==> src/rtl/multi_atomic_counter.sv <==
// Multi-channel event counters read over a narrow bus; an atomic read snapshots
// the whole selected counter into a per-channel shadow for coherent multi-word reads.
module multi_atomic_counter #(
  parameter int NUM_CH = 4,
  parameter int CNT_W  = 64,
  parameter int RD_W   = 32,
  parameter int SAT    = 0,
  localparam int NWORDS = CNT_W / RD_W,
  localparam int SEL_W  = (NUM_CH > 1) ? $clog2(NUM_CH) : 1,
  localparam int WORD_W = (NWORDS > 1) ? $clog2(NWORDS) : 1
) (
  input  logic              clk,
  input  logic              reset,
  input  logic [NUM_CH-1:0] trig,
  input  logic [NUM_CH-1:0] clr,
  input  logic              req,
  input  logic              atomic,
  input  logic [SEL_W-1:0]  sel,
  input  logic [WORD_W-1:0] word,
  output logic              ack,
  output logic [RD_W-1:0]   count,
  output logic [NUM_CH-1:0] ovf
);

  logic [CNT_W-1:0] cnt_q    [NUM_CH];
  logic [CNT_W-1:0] shadow_q [NUM_CH];

  logic [CNT_W-1:0] rd_val;
  logic [RD_W-1:0]  rd_word;
  logic             sel_hit;
  logic             word_hit;
  logic             rd_ok;

  // Out-of-range sel/word simply never match, leaving the read data at zero.
  always_comb begin
    rd_val   = '0;
    rd_word  = '0;
    sel_hit  = 1'b0;
    word_hit = 1'b0;
    for (int unsigned c = 0; c < NUM_CH; c++) begin
      if (sel == SEL_W'(c)) begin
        sel_hit = 1'b1;
        rd_val  = atomic ? cnt_q[c] : shadow_q[c];
      end
    end
    for (int unsigned w = 0; w < NWORDS; w++) begin
      if (word == WORD_W'(w)) begin
        word_hit = 1'b1;
        rd_word  = rd_val[w*RD_W +: RD_W];
      end
    end
    rd_ok = req & sel_hit & word_hit;
  end

  always_ff @(posedge clk) begin
    if (!reset) begin
      for (int unsigned c = 0; c < NUM_CH; c++) begin
        cnt_q[c]    <= '0;
        shadow_q[c] <= '0;
      end
      ovf   <= '0;
      ack   <= 1'b0;
      count <= '0;
    end else begin
      for (int unsigned c = 0; c < NUM_CH; c++) begin
        if (clr[c]) begin
          cnt_q[c] <= '0;
          ovf[c]   <= 1'b0;
        end else if (trig[c]) begin
          if (&cnt_q[c]) begin
            ovf[c] <= 1'b1;
            if (SAT == 0) cnt_q[c] <= '0;
          end else begin
            cnt_q[c] <= cnt_q[c] + CNT_W'(1);
          end
        end
        // Snapshot takes the pre-edge value, so a same-cycle clr is not seen.
        if (rd_ok && atomic && sel == SEL_W'(c)) shadow_q[c] <= cnt_q[c];
      end
      ack   <= req;
      count <= rd_ok ? rd_word : '0;
    end
  end

endmodule

==> config.mk <==
export PLATFORM = sky130hd
export DESIGN_NAME = multi_atomic_counter
export DESIGN_NICKNAME = d
export VERILOG_FILES = /design/src/rtl/multi_atomic_counter.sv
export SDC_FILE = /design/constraint.sdc
export NUM_CORES = 1
export LEC_CHECK = 0
export ABC_AREA = 1
export BUFFER_PORTS_ARGS = -buffer_cell sky130_fd_sc_hd__buf_4
export CAP_MARGIN = 20
export CORE_UTILIZATION = 50
export DETAILED_ROUTE_END_ITERATION = 7
export PLACE_DENSITY = 0.64
export SYNTH_ARGS = -nofsm -noshare
export SYNTH_HDL_FRONTEND = slang
export SYNTH_SLANG_ARGS = --single-unit
==> constraint.sdc <==
create_clock -name clk -period 9.8 [get_ports clk]
set_input_delay 1.47 -clock clk [delete_from_list [all_inputs] [get_ports clk]]
set_output_delay 1.47 -clock clk [all_outputs]
set_load 0.02 [all_outputs]
==> metrics.yaml <==
clock_network:
  htree_levels: 2
  cts_tree: "built"
  insertion_delay_ps: 650
  ctsResizeCount: 0
  path_clk_slew_ps: 60
  clock-sinks: 549
  post-cts-setup-buffers: 0
  cts_buffers: 60
  ctsHoldBuffers: 0
  cts_root_buf: "clkbuf_16"
  clk_path_buf_depth: 3
sta:
  slew_headroom_pct: 22.77
  skew_ps: 19.39
  hold_viol: 0
  fin_crit_sh_pct: 38.12
  period_needed_ps: 3736
  setup_viol: 0
  setup_ws_ps: 6064
  slew_viol_final: 0
  max_freq_ghz: 0.2677
  rsz0062_at_grt: "no"
  setup_tns_ps: 0
  max_slew.worst_pin.slew_ps: 1146
synth:
  seq_area_frac_synth_pct: 50.27
  synth_top_area_share_pct: 47.96
  syn_nets: 4162
  synth-main-ff-cell: "edfxtp_1"
  synthTopCellsByArea: "edfxtp_1 48%, nor2_1 13%, nand2_1 11%"
  avgSynthCellArea_um2: 7.739
  syn_inst: 4143
  yosysWarnings: 0
  synth-edff-count: 512
  async_flop_share_pct: 0
  synth_area_mm2: 0.03206
  yosysTopAreaCell: "edfxtp_1"
  synth.distinct_cells: 40
  synth_seq_cells: 549
setup_path:
  cp.required_ps: 10360
  arrival_ps: 4300
  worstPathCellList: "buf_8, buf_12, nor2_1, o31ai_1, o21ai_0, a21oi_1"
  cp-end-kind: "flop"
  crit_path_top_delay_cell: "o31ai_1"
  slowest_delay_ps: 830
  path_class: "in -> reg"
  cp_max_fo: 211
  worstSetupStartpointType: "primary input"
place:
  dp_slack_ps: 5547
  numPortBuffers: 51
  gp_congestion: 1.032
  place_area_mm2: 0.03301
  dp.cells: 4919
  hpwl_mm: 85.44
floorplan:
  start_util_pct: 50.73
  io_pins: 52
  rows: 92
  design.die.area_mm2: 0.06514
  die_h_um: 255.2
  die_w_um: 255.2
  core_area_mm2: 0.06320
cells_and_area:
  finalNonFillerCells: 5029
  final_layout_size_suffix_gt1_share_pct: 5.020
  finalNetCount: 4154
  post-route-cell-area_mm2: 0.03490
  diodes: 0
  area_growth_syn_to_layout_pct: 8.863
drt:
  drc: 0
  ant_nets: 0
  routed_wl_mm: 113.9
  firstDrtPassIters: 6
  vias: 28620
  viasPerCell: 5.690
  drt_first_iter_violations: 3536
  routedWlPerCell_um: 22.64
flow_run:
  drv_cap: 0
global_routing:
  antenna_found_initial: 5
  grt_first_pass_wirelength_mm: 166.5
  first_global_vias: 25960
  track_usage_pct: 35.03
  grt_start_max_net_pins: 212
  overflow: 0
power_and_ir_drop:
  power_leakage_nw: 11.59
  power_density_mw_per_mm2: 156.0
  ir_worst_vdd_mv: 0.1922
status:
  status: "finished, final reports clean"
hold_path:
  min_path_type: "reg -> reg"
-- placed cells by master (no fill, tap or decap), drive strengths merged, types with 72 or more instances in the layout --
cell	count
nor3	80
edfxtp	512
xor2	125
a21oi	184
buf	72
nor2	1159
o21ai	194
inv	428
clkbuf	80
nand3	169
nand2	915
-- synth_stat cells (3+ instances only) --
library cell / count
xor2_1: 125
a21oi_1: 184
ha_1: 4
o31ai_1: 32
buf_2: 51
nand3_1: 167
nor2_1: 1140
nor3_1: 76
nand2_2: 7
nor3_2: 4
buf_1: 4
nand2_4: 3
nand2_1: 905
o221ai_1: 3
o32ai_1: 3
o21ai_0: 191
nor2_2: 17
nor3b_1: 3
and2_1: 6
clkbuf_1: 63
nand4_1: 64
edfxtp_1: 512
o211ai_1: 64
inv_1: 427
buf_6: 23
dfxtp_1: 37
nand3b_1: 9
o21ai_1: 3
-- cells by family after synthesis --
| kind of cell | synth area share [%] |
|---|---|
| flops | 50.27 |
| fa+ha+maj | 0.1561 |
| buf+inv | 7.446 |
| compound gates | 8.379 |
| simple gates | 30.25 |
| mux | 0.03122 |
| xor+xnor | 3.469 |
-- registers in the layout (all words and copies together), names as in the netlist --
| signal | cells |
|---|---|
| cnt_q | 256 |
| shadow_q | 256 |
| count | 32 |
| ovf | 4 |
| ack | 1 |
-- final cells by class --
type	count	area, um2
Fill cell	6183	28290
Sequential cell	549	16120
Multi-Input combinational cell	3022	13660
Clock inverter	30	244.0
Timing Repair Buffer	72	560.5
Tap cell	846	1059
Inverter	430	1614
Clock buffer	80	1648
-- where the power goes --
part	switching [mW]	internal [mW]
Clock	0.984	1.27
Sequential	0.108	2.67
Combinational	0.311	0.0989
-- metal layers --
| layer | global-route usage (%) | up-vias | share of wire [%] |
|---|---|---|---|
| met2 | 54.65 | 1307 | 45 |
| li1 | - | 13520 | - |
| met5 | 0 | - | 0.040 |
| met1 | 48.16 | 13590 | 41 |
| met4 | 13.45 | 6 | 3.9 |
| met3 | 6.793 | 196 | 9.5 |
-- worst paths after layout --
kind | slack, ps | to | cells past startpoint | from
setup reg to reg | 6980 | cnt_q[1][51] | 10 | cnt_q[1][0]
setup / recovery | 6060 | count[6] | 6 | atomic
hold / removal | 470 | ovf[2] | 2 | ovf[2]
hold reg to reg | 470 | ovf[2] | 2 | ovf[2]
-- worst max-delay path: cells and delay by family --
kind | cells | cell delay (ps)
buffers and inverters | 2 | 1080
AOI/OAI and AO/OA | 3 | 1220
and+or+nand+nor | 1 | 140
-- through the flow --
step           hold slack [ps]  util, %  total power [mW]
2_1_floorplan            496.7        -             3.035
3_3_place_gp             457.8    52.24             3.217
3_5_place_dp             465.3    52.24             3.219
4_1_cts                  479.2    55.23             5.445
5_1_grt                  517.1    55.23             5.580
6_report                 473.2    55.23             5.443
No activity file was read; power rests on OpenSTA's default activity.
